`config.mk`:
```
export PLATFORM = sky130hd
export DESIGN_NAME = fifo_seq_writer_flat
export DESIGN_NICKNAME = d
export VERILOG_FILES = /design/src/rtl/fifo_seq_pkg.sv /design/src/rtl/fifo_seq_writer_if.sv /design/src/rtl/fifo_seq_next.sv /design/src/rtl/fifo_seq_writer.sv /design/src/flat_wrapper.sv
export SDC_FILE = /design/constraint.sdc
export NUM_CORES = 1
export LEC_CHECK = 0
export CAP_MARGIN = 20
export CORE_MARGIN = 4
export CORE_UTILIZATION = 30
export CTS_CLUSTER_DIAMETER = 30
export DETAILED_ROUTE_END_ITERATION = 7
export PLACE_DENSITY_LB_ADDON = 0.25
export SYNTH_ARGS = -nofsm -noshare
export SYNTH_HDL_FRONTEND = slang
export SYNTH_SLANG_ARGS = --single-unit
```
`constraint.sdc`:
```
create_clock -name clk -period 2.75 [get_ports clk]
set_input_delay 0.55 -clock clk [delete_from_list [all_inputs] [get_ports clk]]
set_output_delay 0.55 -clock clk [all_outputs]
set_load 0.03 [all_outputs]
```
`src/rtl/fifo_seq_pkg.sv`:
```
// Shared types and constants for the FIFO sequence writer.
// FIFO_SEQ_WRITER_LFSR_EN selects the LFSR sequence in place of the incrementing one.
package fifo_seq_pkg;

  typedef enum logic [1:0] {
    IDLE  = 2'd0,
    WRITE = 2'd1,
    PAUSE = 2'd2,
    DONE  = 2'd3
  } state_t;

  // Galois feedback taps, maximal length for a 16-bit register; narrower or
  // wider builds use the low WIDTH bits.
  localparam logic [63:0] LFSR_TAP_MASK = 64'h0000_0000_0000_B400;

  localparam int GAP_W = 8;

endpackage

```
`src/rtl/fifo_seq_writer_if.sv`:
```
// FIFO write-side bus: write enable and data towards the FIFO, full flag back.
interface fifo_seq_writer_if #(
  parameter int WIDTH = 16
);

  logic             wr_en;
  logic [WIDTH-1:0] wr_data;
  logic             full;

  modport master (
    output wr_en,
    output wr_data,
    input  full
  );

  modport slave (
    input  wr_en,
    input  wr_data,
    output full
  );

endinterface

```
`src/rtl/fifo_seq_next.sv`:
```
// Combinational next-value generator for the write-data sequence.
// FIFO_SEQ_WRITER_LFSR_EN selects one Galois LFSR step; otherwise value + 1 mod 2^WIDTH.
module fifo_seq_next
  import fifo_seq_pkg::*;
#(
  parameter int WIDTH = 16
) (
  input  logic [WIDTH-1:0] cur,
  output logic [WIDTH-1:0] nxt
);

`ifdef FIFO_SEQ_WRITER_LFSR_EN
  localparam logic [WIDTH-1:0] TAPS = LFSR_TAP_MASK[WIDTH-1:0];

  // NOTE: every output of a combinational block is assigned before any
  // conditional update, so no path leaves it unassigned and no latch is inferred.
  always_comb begin
    nxt = cur >> 1;
    if (cur[0]) begin
      nxt = nxt ^ TAPS;
    end
  end
`else
  always_comb begin
    nxt = cur + 1'b1;
  end
`endif

endmodule

```
`src/rtl/fifo_seq_writer.sv`:
```
// Burst writer: emits burst_len sequential words into a FIFO with optional gaps.
// FIFO_SEQ_WRITER_LFSR_EN switches the data sequence to an LFSR (seed 0 becomes 1).
module fifo_seq_writer
  import fifo_seq_pkg::*;
#(
  parameter int WIDTH = 16,
  parameter int CNT_W = 16
) (
  input  logic                    clk,
  input  logic                    rst,
  input  logic                    start,
  input  logic                    abort,
  input  logic [CNT_W-1:0]        burst_len,
  input  logic [GAP_W-1:0]        gap_cycles,
  input  logic [WIDTH-1:0]        seed,
  fifo_seq_writer_if.master       fifo,
  output logic                    busy,
  output logic                    done,
  output logic [CNT_W-1:0]        wr_count
);

  state_t           state;
  state_t           state_n;
  logic [CNT_W-1:0] len_q;
  logic [GAP_W-1:0] gap_q;
  logic [GAP_W-1:0] pause_cnt;
  logic [WIDTH-1:0] data_q;
  logic [WIDTH-1:0] data_next;
  logic [WIDTH-1:0] seed_init;
  logic [CNT_W-1:0] count_inc;
  logic             accept;
  logic             launch;

`ifdef FIFO_SEQ_WRITER_LFSR_EN
  // An all-zero LFSR state never leaves zero.
  assign seed_init = (seed == '0) ? {{(WIDTH-1){1'b0}}, 1'b1} : seed;
`else
  assign seed_init = seed;
`endif

  fifo_seq_next #(
    .WIDTH (WIDTH)
  ) u_next (
    .cur (data_q),
    .nxt (data_next)
  );

  assign count_inc = wr_count + 1'b1;
  assign launch    = (state == IDLE) && start;

  always_comb begin
    state_n = state;
    accept  = (state == WRITE) && !fifo.full;
    unique case (state)
      IDLE: begin
        if (start) begin
          state_n = (burst_len == '0) ? DONE : WRITE;
        end
      end
      WRITE: begin
        // A write landing on the abort cycle is still accepted and counted.
        if (abort) begin
          state_n = IDLE;
        end else if (accept) begin
          if (count_inc == len_q) begin
            state_n = DONE;
          end else if (gap_q != '0) begin
            state_n = PAUSE;
          end
        end
      end
      PAUSE: begin
        if (abort) begin
          state_n = IDLE;
        end else if (pause_cnt == GAP_W'(1)) begin
          state_n = WRITE;
        end
      end
      DONE: begin
        state_n = IDLE;
      end
      default: begin
        state_n = IDLE;
      end
    endcase
  end

  // NOTE: sequential state uses non-blocking assignments so every register
  // samples pre-edge values regardless of statement order.
  always_ff @(posedge clk or posedge rst) begin
    if (rst) begin
      state <= IDLE;
    end else begin
      state <= state_n;
    end
  end

  // NOTE: the captured burst parameters are reset too; they are cheap flops,
  // and a defined post-reset value keeps the datapath free of X.
  always_ff @(posedge clk or posedge rst) begin
    if (rst) begin
      len_q     <= '0;
      gap_q     <= '0;
      pause_cnt <= '0;
      data_q    <= '0;
      wr_count  <= '0;
    end else begin
      if (launch) begin
        len_q    <= burst_len;
        gap_q    <= gap_cycles;
        wr_count <= '0;
        data_q   <= seed_init;
      end else if (accept) begin
        wr_count <= count_inc;
        data_q   <= data_next;
      end

      if ((state == WRITE) && (state_n == PAUSE)) begin
        pause_cnt <= gap_q;
      end else if (state == PAUSE) begin
        pause_cnt <= pause_cnt - 1'b1;
      end
    end
  end

  assign fifo.wr_en   = accept;
  assign fifo.wr_data = data_q;
  assign busy         = (state != IDLE);
  assign done         = (state == DONE);

endmodule

```
`src/flat_wrapper.sv`:
```
// flat-port wrapper written by rule: the top's interface ports become plain ports
module fifo_seq_writer_flat import fifo_seq_pkg::*;
#(
  parameter int WIDTH = 16,
  parameter int CNT_W = 16
)
  (clk, rst, start, abort, burst_len, gap_cycles, seed, busy, done, wr_count, fifo_wr_en, fifo_wr_data, fifo_full);
  fifo_seq_writer_if #(.WIDTH(WIDTH)) fifo_i ();
  input  logic clk;
  input  logic rst;
  input  logic start;
  input  logic abort;
  input  logic [CNT_W-1:0] burst_len;
  input  logic [GAP_W-1:0] gap_cycles;
  input  logic [WIDTH-1:0] seed;
  output logic busy;
  output logic done;
  output logic [CNT_W-1:0] wr_count;
  output wire logic [$bits(fifo_i.wr_en)-1:0] fifo_wr_en;
  output wire logic [$bits(fifo_i.wr_data)-1:0] fifo_wr_data;
  input wire logic [$bits(fifo_i.full)-1:0] fifo_full;
  assign fifo_wr_en = fifo_i.wr_en;
  assign fifo_wr_data = fifo_i.wr_data;
  assign fifo_i.full = fifo_full;
  fifo_seq_writer #(.WIDTH(WIDTH), .CNT_W(CNT_W)) u_core (.clk(clk), .rst(rst), .start(start), .abort(abort), .burst_len(burst_len), .gap_cycles(gap_cycles), .seed(seed), .fifo(fifo_i), .busy(busy), .done(done), .wr_count(wr_count));
endmodule
```
# Word-level counts from Yosys, hierarchy flattened

Index checks and enable logic that the tools add are counted.

Register bits after elaboration: 66

Add/sub/neg operators: 3
Equal/unequal tests: 6
Muxes and demuxes: 15
Reduce and logical (&&, ||, !) cells: 10

Operator list:

| cell                                                 | number |
|---|---|
| 2-to-1 mux 16 bit                                    | 4 |
| adder 16 x 1 -> 16 bit (second input constant)       | 2 |
| equality test 16 bit                                 | 1 |
| logical NOT 16 bit                                   | 1 |
| 2-to-1 mux 2 bit                                     | 8 |
| 2-to-1 mux 8 bit                                     | 2 |
| equality test 8 x 1 -> 1 bit (second input constant) | 1 |
| case mux 2 bit (4 select lines)                      | 1 |
| nonzero test 8 bit                                   | 1 |
| subtractor 8 x 1 -> 8 bit (second input constant)    | 1 |
| equality test 2 bit (second input constant)          | 3 |
| nonzero test 2 bit                                   | 3 |
| logical AND 1 bit                                    | 3 |
| equality test 2 x 1 -> 1 bit (second input constant) | 1 |
| logical NOT 2 bit                                    | 1 |
| logical NOT 1 bit                                    | 1 |

# Logic depth before layout (Yosys ltp)

Gate-level depths: netlist (run 1).

Word-level depth: 9
Depth in mapped cells: 10
Mapped depth without buffers: 9

# By module

A second synthesis (run 1) with hierarchy kept.

Cell total of the unflattened synthesis: 398
Area total of the unflattened synthesis: 3942.5 µm²

Modules (own cells, without submodules):

| module          | instances | cells an instance | area each (µm²) |
|---|---|---|---|
| fifo_seq_writer | 1         | 355               | 3644.7 |
| fifo_seq_next   | 1         | 43                | 297.8 |

# Worst setup path before layout (run 1)

No wires, ideal clock.

Path type: register -> register
From: register u_core.wr_count[0]
To: register u_core.pause_cnt[0]
Library setup time: 0.125 ns
Arrival: 2.739 ns
Required time: 2.625 ns
Setup slack: -0.114 ns
Cell stages (with the launch flop): 11
Path buffers: 2
Period minus slack after synthesis: 2.864 ns
Cell sequence: dfrtp_1 -> ha_1 -> buf_6 -> and3_1 -> clkbuf_1 -> nand4_1 -> xnor2_1 -> nor4_1 -> nand3_1 -> o31ai_4 -> mux2_2

Longest elaborated chain between the ends: 9
Elaborated cells between the ends (all ways): 10
Classes of those cells: add/sub (1); eq/ne (2); mux (5); reduce/logical (2)

RTL lines:

| item                                                   | line                   | source |
|---|---|---|
| start, declared                                        | fifo_seq_writer.sv:19  | `output logic [CNT_W-1:0] wr_count` |
| start signal, assigned                                 | fifo_seq_writer.sv:114 | `wr_count <= count_inc;` |
| adder 16 x 1 -> 16 bit *                               | fifo_seq_writer.sv:48  | `assign count_inc = wr_count + 1'b1;` |
| equality test 16 bit *                                 | fifo_seq_writer.sv:65  | `if (count_inc == len_q) begin` |
| 2-to-1 mux 2 bit *                                     | fifo_seq_writer.sv:65  |  |
| 2-to-1 mux 2 bit *                                     | fifo_seq_writer.sv:64  | `end else if (accept) begin` |
| 2-to-1 mux 2 bit *                                     | fifo_seq_writer.sv:62  | `if (abort) begin` |
| case mux 2 bit (4 select lines) *                      | fifo_seq_writer.sv:54  | `unique case (state)` |
| equality test 2 bit *                                  | fifo_seq_writer.sv:118 | `if ((state == WRITE) && (state_n == PAUSE)) begin` |
| logical AND 1 bit *                                    | fifo_seq_writer.sv:118 |  |
| 2-to-1 mux 8 bit or nonzero test 2 bit (tied branches) | n/a                    |  |
| end signal, assigned                                   | fifo_seq_writer.sv:119 | `pause_cnt <= gap_q;` |
| end signal, assigned                                   | fifo_seq_writer.sv:121 | `pause_cnt <= pause_cnt - 1'b1;` |
| end, declared                                          | fifo_seq_writer.sv:26  | `logic [GAP_W-1:0] pause_cnt;` |

Mark *: on every way between the ends. The rest lies on a longest branch, timed or not.
A chain may end at the register's enable or synchronous reset.

# Worst setup path in the final report (run 1)

From: register u_core.wr_count[3]
To: register u_core.pause_cnt[2]

Same word-level chain as after synthesis.

==> out/qor.yml, run 1 <==
power.leakage_nw: 2.028
grt_pass1_vias: 3326
crit_fanout: 8
grt_max_degree: 35
min_period_over_period_pct: 95.35
worstSetupPathType: "flip-flop to flip-flop"
hold_slack_ns: 0.5275
placement.io_buffers: 79
nFillCells: 1183
clockBufferDepth: 2
p_total_w: 0.004107
row_count: 40
dr.pass1.iters: 6
grt_pass1_wl_mm: 16.56
fin_nets: 522
final_layout_size_suffix_gt1_share_pct: 17.99
fin_util_pct: 42.78
worstMarginPinSlew_ns: 0.6847
synth_cells: 380
totalWireLength_mm: 9.776
avgSynthCellArea_um2: 9.782
initial_utilization_pct: 30.82
fmax_mhz: 381.4
area_delta_synth_final_pct: 38.81
die_w_um: 119.3
place.gp.congestion: 0.8245
ioPinCount: 80
dp_hpwl_mm: 7.222
worstPathCellList: "and4_1 -> nand2_1 -> and3_1 -> o21a_1 -> a311oi_2 -> o31ai_4 -> buf_12 -> mux2_2"
h-tree-depth: 3
setup_viol: 0
yosysWarnings: 0
startpoint_type: "flip-flop"
seqCellArea_mm2: 0.001654
maxCapViolCount: 0
cts_sinks: 66
hold_viol: 0
antenna_found_initial: 0
relSlewSlack_pct: 53.93
postPlaceCellArea_mm2: 0.004796
ant_nets: 0
finalClockSkew_ns: 0.005224
cts_buffers: 9
root_buffer: "clkbuf_16"
required_ns: 2.96
postLayoutCellArea_mm2: 0.005160
design.core.area_mm2: 0.01206
status: "completed"
crit_arrival_ns: 2.83
peakVddDrop_mv: 0.3550
die-area_mm2: 0.01424
ctsHoldBuffers: 0
critical-path-max-stage-delay_ns: 0.50
min_period_ns: 2.622
avgRoutedWirePerCell_um: 15.13
die_h_um: 119.3
syn-cell-area_mm2: 0.003717
cts_tree: "done"
yosysUniqueCellTypes: 43
synth-seq-area-share_pct: 44.43
multi_input_area_mm2: 0.001938
slew_viol_final: 0
clkTransAtPathRegs_ns: 0.06
gr-total-overflow: 0
antenna_cells: 0
min-delay-path-class: "flip-flop to flip-flop"
syn-num-nets: 429
gr-usage-all-layers_pct: 14.41
post_cts_buffers: 0
rsz0062_at_grt: "false"
worst-path-buf-inv: 1
drtIter0Drc: 167
ys_ff_latch: 66
cpLargestDelayFamily: "compound AO/OA/AOI/OAI gates"
vias: 3134
clk_latency_ns: 0.33
slowest_stage: "dfrtp_1"
route.detailed.drc: 0
finalSetupTns_ns: 0
cp-end-kind: "flip-flop"
power_density_mw_per_mm2: 795.9
via_per_inst: 4.851
sequential cells by signal (all words and copies together), names as in the netlist:
register	count
u_core.state	2
u_core.fifo.wr_data	16
u_core.pause_cnt	8
u_core.wr_count	16
u_core.len_q	16
u_core.gap_q	8
synthesized netlist by cell type, drive strengths merged:
library cell | n | area share [%]
mux2 | 31 | 9.4
a22o | 1 | 0.24
and4 | 4 | 0.94
or3 | 4 | 0.67
o41ai | 2 | 0.47
nor4 | 11 | 2.0
nor3b | 1 | 0.20
o21a | 1 | 0.20
and2 | 5 | 0.88
a31oi | 3 | 0.50
nand2b | 3 | 0.50
o21ai | 38 | 5.1
ha | 4 | 1.3
nand4 | 6 | 1.0
nor2 | 17 | 1.7
a311oi | 1 | 0.40
o22ai | 3 | 0.50
o31ai | 5 | 1.4
or4 | 2 | 0.40
o2bb2ai | 1 | 0.24
nor2b | 4 | 0.67
and3 | 8 | 1.3
nor3 | 5 | 0.67
xnor2 | 25 | 5.9
dfrtp | 66 | 44
clkbuf | 11 | 1.1
buf | 7 | 1.7
a31o | 1 | 0.24
a211oi | 3 | 0.61
a21o | 1 | 0.20
nand3 | 14 | 2.2
or2 | 2 | 0.34
a311o | 1 | 0.27
a21oi | 12 | 1.6
inv | 13 | 1.3
nand2 | 44 | 4.4
xor2 | 18 | 4.2
mux2i | 2 | 0.54
worst register-to-register path, cell delays in order, from the launching register on:
cell,delay (ns)
dfrtp_1,0.50
and4_1,0.40
nand2_1,0.16
and3_1,0.22
o21a_1,0.19
a311oi_2,0.47
o31ai_4,0.14
buf_12,0.16
mux2_2,0.27
logic make-up (layout without fill, tap and decap cells):
logic type	count (synthesis)	after routing	share of synthesized area, %
adder cells (fa/ha/maj)	4	4	1.346
buffers and inverters	31	129	4.140
multiplexers	33	33	9.929
AO/OA/AOI/OAI	73	73	11.98
XOR/XNOR	43	43	10.13
AND/OR/NAND/NOR	130	130	18.04
flip-flops	66	66	44.43
where the power goes:
| group | switching (W) | internal (W) | leakage [nW] |
|---|---|---|---|
| logic | 0.000656 | 0.000655 | 1.05 |
| registers | 0.000273 | 0.00124 | 0.818 |
| clock network | 0.000436 | 0.000848 | 0.162 |
| total | 0.00136 | 0.00274 | 2.03 |
through the flow:
step	instances	worst slack (ns)
floorplan	380	0.01596
finish	646	0.1278
global route	646	0.03365
CTS	645	0.02222
detailed placement	629	0.03436
global placement	629	0.06309
path summary, 6_finish.rpt:
check,slack (ns),depth (start not counted),from,end
min in group asynchronous,0.62,2,rst,u_core.pause_cnt[2]
min reg2reg,0.53,1,u_core.gap_q[0],u_core.gap_q[0]
max,0.13,8,u_core.wr_count[3],u_core.pause_cnt[2]
min,0.53,1,u_core.gap_q[0],u_core.gap_q[0]
max in group asynchronous,1.54,3,rst,u_core.wr_count[6]
max reg2reg,0.13,8,u_core.wr_count[3],u_core.pause_cnt[2]
final cells by class:
| cell class | count | share of cell area [%] |
|---|---|---|
| flip-flops and latches | 66 | 32.06 |
| repair buffers | 100 | 18.82 |
| well taps | 168 | 4.074 |
| multi-input cells | 283 | 37.56 |
| clock buffers | 11 | 4.898 |
| inverters | 13 | 0.9457 |
| clock inverters | 5 | 1.649 |
cell usage in the layout, fill, tap and decap left out, types with 4 or more instances in the layout:
cell type        Yosys  routed
a21oi_1             12      12
and2_1               4       4
and3_1               8       6
and4_1               4       4
buf_4                4      20
clkbuf_16            0       9
clkdlybuf4s50_1      0      78
dfrtp_1             66      64
ha_1                 4       4
inv_1               13      12
mux2_2              31      31
nand2_1             44      44
nand3_1             13      12
nand4_1              6       6
nor2_1              17      16
nor2b_1              4       4
nor3_1               5       4
nor4_1              10       9
o21ai_0             38      38
o31ai_1              4       4
or3_1                4       4
xnor2_1             25      25
xor2_1              18      18
metal layers:
metal  GRT usage (%)  part of all wire (%)
met4           4.009                   1.5
met2           24.09                    47
met1           18.04                    46
met3           4.368                   5.4
met5               0                     0
what timing repair did:
item	in CTS	in global routing
hold endpoints to repair	0	0
endpoints found under the setup margin	0	7
resized for setup	0	5
Power figures use the tool's default switching activity.
==> run 2, diff against run 1 <==
--- a/config.mk
+++ b/config.mk
@@ -8,9 +8,9 @@
 export CAP_MARGIN = 20
 export CORE_MARGIN = 4
 export CORE_UTILIZATION = 30
-export CTS_CLUSTER_DIAMETER = 30
 export DETAILED_ROUTE_END_ITERATION = 7
-export PLACE_DENSITY_LB_ADDON = 0.25
+export DONT_BUFFER_PORTS = 1
+export PLACE_DENSITY = 0.53
 export SYNTH_ARGS = -nofsm -noshare
 export SYNTH_HDL_FRONTEND = slang
 export SYNTH_SLANG_ARGS = --single-unit
==> run 2 against run 1 <==
Against the previous run: clock power rose by 3%; final cell count fell by 11%; combinational power fell by 30%; worst hold slack got worse by 0.47 ns.
==> out/qor.yml, run 2 (synthesis results as in run 1) <==
status: "completed"  # unchanged
gr-total-overflow: 0  # unchanged
antenna_cells: 0  # unchanged
grt_pass1_wl_mm: 15.32  # was 16.56 mm
slew_viol_final: 0  # unchanged
p_int_w: 0.002573  # was 0.002742 W
power.leakage_nw: 1.788  # was 2.028 nW
dr.pass1.iters: 4  # was 6
critical-path-max-stage-delay_ns: 0.36  # was 0.50 ns
clkPwrFrac_pct: 33.9  # was 31.3%
design.core.area_mm2: 0.01206  # unchanged
reg2regPathDepth: 9  # was 8
clk_latency_ns: 0.33  # about the same
cts_buffers: 9  # unchanged
avgRoutedWirePerCell_um: 16.26  # was 15.13 um
power_switching_share_pct: 33.71  # was 33.23%
hold_viol: 0  # unchanged
worstSetupPathType: "flip-flop to flip-flop"  # unchanged
slowest_stage: "dfrtp_2"  # was dfrtp_1
root_buffer: "clkbuf_16"  # unchanged
min_period_over_period_pct: 94.60  # was 95.35%
setup_viol: 0  # unchanged
min_period_ns: 2.601  # was 2.622 ns
ant_nets: 0  # unchanged
clockBufferDepth: 2  # unchanged
placement.io_buffers: 0  # was 79
cts_sinks: 66  # unchanged
drtIter0Drc: 133  # was 167
dp_hpwl_mm: 7.054  # was 7.222 mm
antenna_found_initial: 0  # unchanged
power_density_mw_per_mm2: 873.5  # was 795.9 mW/mm2
worstMarginPinSlew_ns: 0.6547  # was 0.6847 ns
die_w_um: 119.3  # unchanged
relSlewSlack_pct: 56.20  # was 53.93%
route.detailed.drc: 0  # unchanged
final_common_cell: "dfrtp_1"  # was clkdlybuf4s50_1
p_total_w: 0.003881  # was 0.004107 W
required_ns: 2.97  # was 2.96 ns
grt_pass1_vias: 2864  # was 3326
power.switching_w: 0.001308  # was 0.001365 W
gr-usage-all-layers_pct: 13.58  # was 14.41%
vias: 2850  # was 3134
via_per_inst: 4.931  # was 4.851
maxCapViolCount: 0  # unchanged
peakVddDrop_mv: 0.5137  # was 0.3550 mV
worstPathCellList: "ha_2 -> and3_2 -> nand4_1 -> xnor2_1 -> nor4_1 -> nand3_1 -> o31ai_4 -> buf_12 -> mux2_2"  # was and4_1 -> nand2_1 -> and3_1 -> o21a_1 -> a311oi_2 -> o31ai_4 -> buf_12 -> mux2_2
die-area_mm2: 0.01424  # unchanged
rsz0062_at_grt: "false"  # unchanged
clkTransAtPathRegs_ns: 0.06  # about the same
cp-end-kind: "flip-flop"  # unchanged
startpoint_type: "flip-flop"  # unchanged
ioPinCount: 80  # unchanged
fin_nets: 454  # was 522
row_count: 40  # unchanged
h-tree-depth: 3  # unchanged
crit_arrival_ns: 2.82  # was 2.83 ns
pwr-share-comb_pct: 23.6  # was 31.9%
final_layout_size_suffix_gt1_share_pct: 22.68  # was 17.99%
crit_fanout: 8  # unchanged
grt_max_degree: 54  # was 35
totalWireLength_mm: 9.399  # was 9.776 mm
cts_tree: "done"  # unchanged
finalClockSkew_ns: 0.008768  # was 0.005224 ns
min-delay-path-class: "input port to asynchronous set/reset pin"  # was flip-flop to flip-flop
initial_utilization_pct: 30.82  # unchanged
p_seq_share_pct: 42.5  # was 36.8%
mostFrequentLayoutCells: "dfrtp_1 (64), nand2_1 (44), o21ai_0 (38)"  # was clkdlybuf4s50_1 (78), dfrtp_1 (64), nand2_1 (44)
postLayoutCellArea_mm2: 0.004443  # was 0.005160 mm2
nFillCells: 1226  # was 1183
place.gp.congestion: 0.7652  # was 0.8245
postPlaceCellArea_mm2: 0.004055  # was 0.004796 mm2
fmax_mhz: 384.4  # was 381.4 MHz
area_delta_synth_final_pct: 19.52  # was 38.81%
die_h_um: 119.3  # unchanged
run 2: cell types whose count changed in the layout (fill, tap and decap cells not counted), moves of 2 or more:
cell	delta
clkbuf_8	-2
buf_4	+10
clkdlybuf4s50_1	-78
clkinv_2	+2
run 2: layout make-up:
cell class	count	area, um2	share of cell area, %
clock inverter	7	116.4	2.619
clock buffer	9	225.2	5.069
tap	168	210.2	4.731
inverter	13	48.80	1.098
sequential	66	1654	37.23
timing repair buffer	32	265.3	5.970
multi-input combinational	283	1923	43.28
run 2: through the flow:
step,cells,utilization [%],setup WS (ns),hold WS (ns),setup TNS [ns]
detailed placement,558,33.62,-0.02444,0.4151,-0.08168
global route,578,36.84,0.01194,0.07876,0
global placement,558,33.62,0.08096,0.4163,0
CTS,575,36.62,0.02225,0.06051,0
finish,578,36.84,0.1485,0.06089,0
floorplan,380,-,0.01596,0.4903,0
run 2: worst paths after layout:
check	from	end	slack [ns]
min in group clk	seed[14]	u_core.fifo.wr_data[14]	0.34
setup / recovery	u_core.wr_count[0]	u_core.pause_cnt[7]	0.15
hold / removal	rst	u_core.fifo.wr_data[12]	0.06
setup reg to reg	u_core.wr_count[0]	u_core.pause_cnt[7]	0.15
hold reg to reg	u_core.len_q[0]	u_core.len_q[0]	0.53
max in group asynchronous	rst	u_core.wr_count[1]	2.07
run 2: timing repair:
action,in CTS,in global routing
gates resized for setup,0,2
hold endpoints to repair,0,0
endpoints found under the setup margin,7,7
pin swaps,1,1
hold buffers,0,0
setup buffers,1,2
run 2: power by group through the flow:
stage | Clock (W) | Sequential (W) | Combinational (W)
finish | 0.00132 | 0.00165 | 0.000917
global route | 0.00140 | 0.00169 | 0.00103
CTS | 0.00135 | 0.00166 | 0.000924
detailed placement | 0 | 0.00167 | 0.000914
global placement | 0 | 0.00166 | 0.000888
floorplan | 0 | 0.00164 | 0.000692
run 2: worst max-delay path, delay by kind of cell, from the launching register on:
| family | cells | cell delay, ns |
|---|---|---|
| and+or+nand+nor | 4 | 0.90 |
| AOI/OAI and AO/OA | 1 | 0.32 |
| DFF | 1 | 0.36 |
| buffers and inverters | 1 | 0.16 |
| adders and majority gates | 1 | 0.24 |
| xor gates and xnor gates | 1 | 0.17 |
| muxes | 1 | 0.33 |
run 2: layer usage:
| layer | up-vias | GRT usage [%] | wire length [um] |
|---|---|---|---|
| li1 | 1390 | - | - |
| met3 | 13 | 5.271 | 680 |
| met5 | - | 0 | 0 |
| met4 | 0 | 4.510 | 193 |
| met2 | 76 | 21.16 | 4348 |
| met1 | 1371 | 17.27 | 4176 |
==> run 3, diff against run 2 <==
--- a/config.mk
+++ b/config.mk
@@ -6,7 +6,7 @@
 export NUM_CORES = 1
 export LEC_CHECK = 0
 export CAP_MARGIN = 20
-export CORE_MARGIN = 4
+export CORE_MARGIN = 8
 export CORE_UTILIZATION = 30
 export DETAILED_ROUTE_END_ITERATION = 7
 export DONT_BUFFER_PORTS = 1
==> constraint.sdc (replaced) <==
create_clock -name clk -period 2.75 [get_ports clk]
set_input_delay 0.55 -clock clk [delete_from_list [all_inputs] [get_ports clk]]
set_output_delay 0.55 -clock clk [all_outputs]
set_load 0.01 [all_outputs]
==> run 3 against run 2 <==
Against the previous run: setup slack got worse by 0.027 ns; combinational power fell by 4.8%; critical path depth unchanged; critical endpoint unchanged; final area down 1.9%; via count down 0.35%; final cell count fell by 1.2%; global-route usage is 1.0 points lower.
==> out/qor.yml, run 3 (synthesis results as in run 1) <==
status: "completed"  # unchanged
ctsHoldBuffers: 0  # unchanged
grt_pass1_wl_mm: 15.80  # was 15.32 mm
clk_latency_ns: 0.33  # about the same
mostFrequentLayoutCells: "dfrtp_1 (66), nand2_1 (44), o21ai_0 (38)"  # was dfrtp_1 (64), nand2_1 (44), o21ai_0 (38)
crit_fanout: 8  # unchanged
final_common_cell: "dfrtp_1"  # unchanged
p_seq_share_pct: 42.4  # was 42.5%
min_period_ns: 2.628  # was 2.601 ns
nFillCells: 1231  # was 1226
min_period_over_period_pct: 95.56  # was 94.60%
dr.pass1.iters: 4  # unchanged
worst-path-buf-inv: 1  # unchanged
cp-end-kind: "flip-flop"  # unchanged
die_w_um: 127.3  # was 119.3 um
hold_slack_ns: 0.1421  # was 0.06089 ns
avgRoutedWirePerCell_um: 17.64  # was 16.26 um
finalSetupTns_ns: 0  # unchanged
clkPwrFrac_pct: 33.8  # was 33.9%
relSlewSlack_pct: 59.71  # was 56.20%
fin_nets: 447  # was 454
area_delta_synth_final_pct: 17.23  # was 19.52%
endpoint: "u_core.pause_cnt[7]"  # unchanged
fmax_mhz: 380.5  # was 384.4 MHz
power.leakage_nw: 1.743  # was 1.788 nW
power.switching_w: 0.001166  # was 0.001308 W
antenna_found_initial: 0  # unchanged
dp_hpwl_mm: 7.725  # was 7.054 mm
worstSetupPathType: "flip-flop to flip-flop"  # unchanged
h-tree-depth: 3  # unchanged
peakVddDrop_mv: 0.3229  # was 0.5137 mV
critical-path-max-stage-delay_ns: 0.35  # was 0.36 ns
final_layout_size_suffix_gt1_share_pct: 20.60  # was 22.68%
worstPathCellList: "ha_2 -> and3_2 -> nand4_1 -> xnor2_1 -> nor4_1 -> nand3_1 -> o31ai_4 -> buf_12 -> mux2_2"  # unchanged
instances_no_fill: 571  # was 578
power_switching_share_pct: 31.78  # was 33.71%
r2r_end: "u_core.pause_cnt[7]"  # unchanged
power_density_mw_per_mm2: 841.9  # was 873.5 mW/mm2
totalWireLength_mm: 10.07  # was 9.399 mm
cpLargestDelayFamily: "simple AND/OR/NAND/NOR gates"  # unchanged
root_buffer: "clkbuf_16"  # unchanged
path_depth: 9  # unchanged
grt_pass1_vias: 2814  # was 2864
reg2regPathDepth: 9  # unchanged
hold_viol: 0  # unchanged
finalClockSkew_ns: 0.003856  # was 0.008768 ns
crit_start: "u_core.wr_count[1]"  # was u_core.wr_count[0]
dr_wl_met3_um: 800  # was 680 um
crit_arrival_ns: 2.84  # was 2.82 ns
cts_sinks: 66  # unchanged
antenna_cells: 0  # unchanged
grt_max_degree: 26  # was 54
routed-wl-met2_mm: 4.778  # was 4.348 mm
die_h_um: 127.3  # was 119.3 um
clkTransAtPathRegs_ns: 0.06  # about the same
via_per_inst: 4.974  # was 4.931
placement.io_buffers: 0  # unchanged
gr-usage-all-layers_pct: 12.54  # was 13.58%
startpoint_type: "flip-flop"  # unchanged
p_int_w: 0.002503  # was 0.002573 W
maxCapViolCount: 0  # unchanged
seqCellArea_mm2: 0.001652  # was 0.001654 mm2
wl_met1_mm: 4.302  # was 4.176 mm
worstMarginPinSlew_ns: 0.5988  # was 0.6547 ns
required_ns: 2.96  # was 2.97 ns
vias: 2840  # was 2850
slowest_stage: "dfrtp_1"  # was dfrtp_2
r2r_start: "u_core.wr_count[1]"  # was u_core.wr_count[0]
min-delay-path-class: "input port to asynchronous set/reset pin"  # unchanged
r2r_slack_ns: 0.12  # was 0.15 ns
design.core.area_mm2: 0.01206  # unchanged
pwr-share-comb_pct: 23.8  # was 23.6%
slew_viol_final: 0  # unchanged
gr-total-overflow: 0  # unchanged
top_layer_used: "met4"  # unchanged
die-area_mm2: 0.01621  # was 0.01424 mm2
place.gp.congestion: 0.7954  # was 0.7652
setup_viol: 0  # unchanged
clockBufferDepth: 2  # unchanged
multi_input_area_mm2: 0.001923  # unchanged
cts_buffers: 9  # unchanged
ant_nets: 0  # unchanged
row_count: 40  # unchanged
route.detailed.drc: 0  # unchanged
drtIter0Drc: 169  # was 133
placedCellCount: 553  # was 558
ioPinCount: 80  # unchanged
initial_utilization_pct: 30.82  # unchanged
cts_tree: "done"  # unchanged
-- run 3: power groups by stage --
stage	Sequential [W]	Clock, W	Combinational, W
2_1_floorplan	0.00150	0	0.000682
3_3_place_gp	0.00157	0	0.000835
3_5_place_dp	0.00157	0	0.000862
4_1_cts	0.00156	0.00127	0.000875
5_1_grt	0.00159	0.00132	0.000978
6_report	0.00155	0.00124	0.000873
-- run 3: worst min path at each step --
stage	slack, ns	endpoint	cells past startpoint	startpoint
after floorplan	0.49	u_core.pause_cnt[0]	1	u_core.gap_q[0]
after global placement	0.50	u_core.gap_q[4]	1	rst
after detailed placement	0.51	u_core.gap_q[4]	1	rst
after CTS	0.15	u_core.pause_cnt[1]	1	rst
after global routing	0.17	u_core.pause_cnt[1]	1	rst
final	0.14	u_core.pause_cnt[7]	1	rst
-- run 3: area by class of cell --
cell class | instances | share of cell area, %
inverters | 13 | 1.120
clock buffers | 11 | 5.570
clock inverters | 5 | 1.780
multi-input cells | 283 | 44.13
repair buffers | 25 | 4.680
flip-flops and latches | 66 | 37.90
well taps | 168 | 4.823
-- run 3: metal layers --
metal  global-route usage, %  vias to the layer above
met1                   14.82                     1373
li1                        -                     1374
met2                   20.05                       80
met3                   5.033                       13
met5                       0                        -
met4                   4.759                        0
-- run 3: metrics by stage --
step	worst slack [ns]	area, um2	total power (W)	util (%)
after floorplan	0.04711	3717	0.002178	-
after global placement	0.06329	4003	0.002401	33.18
after detailed placement	-0.01908	4003	0.002436	33.18
after CTS	0.04728	4343	0.003709	36.01
after global routing	-0.002248	4358	0.003892	36.13
final	0.1220	4358	0.003669	36.13
-- run 3: repair_timing --
item	CTS	global route
resized for setup	0	2
setup buffers	1	0
endpoints found under the setup margin	7	7
pin swaps	1	0
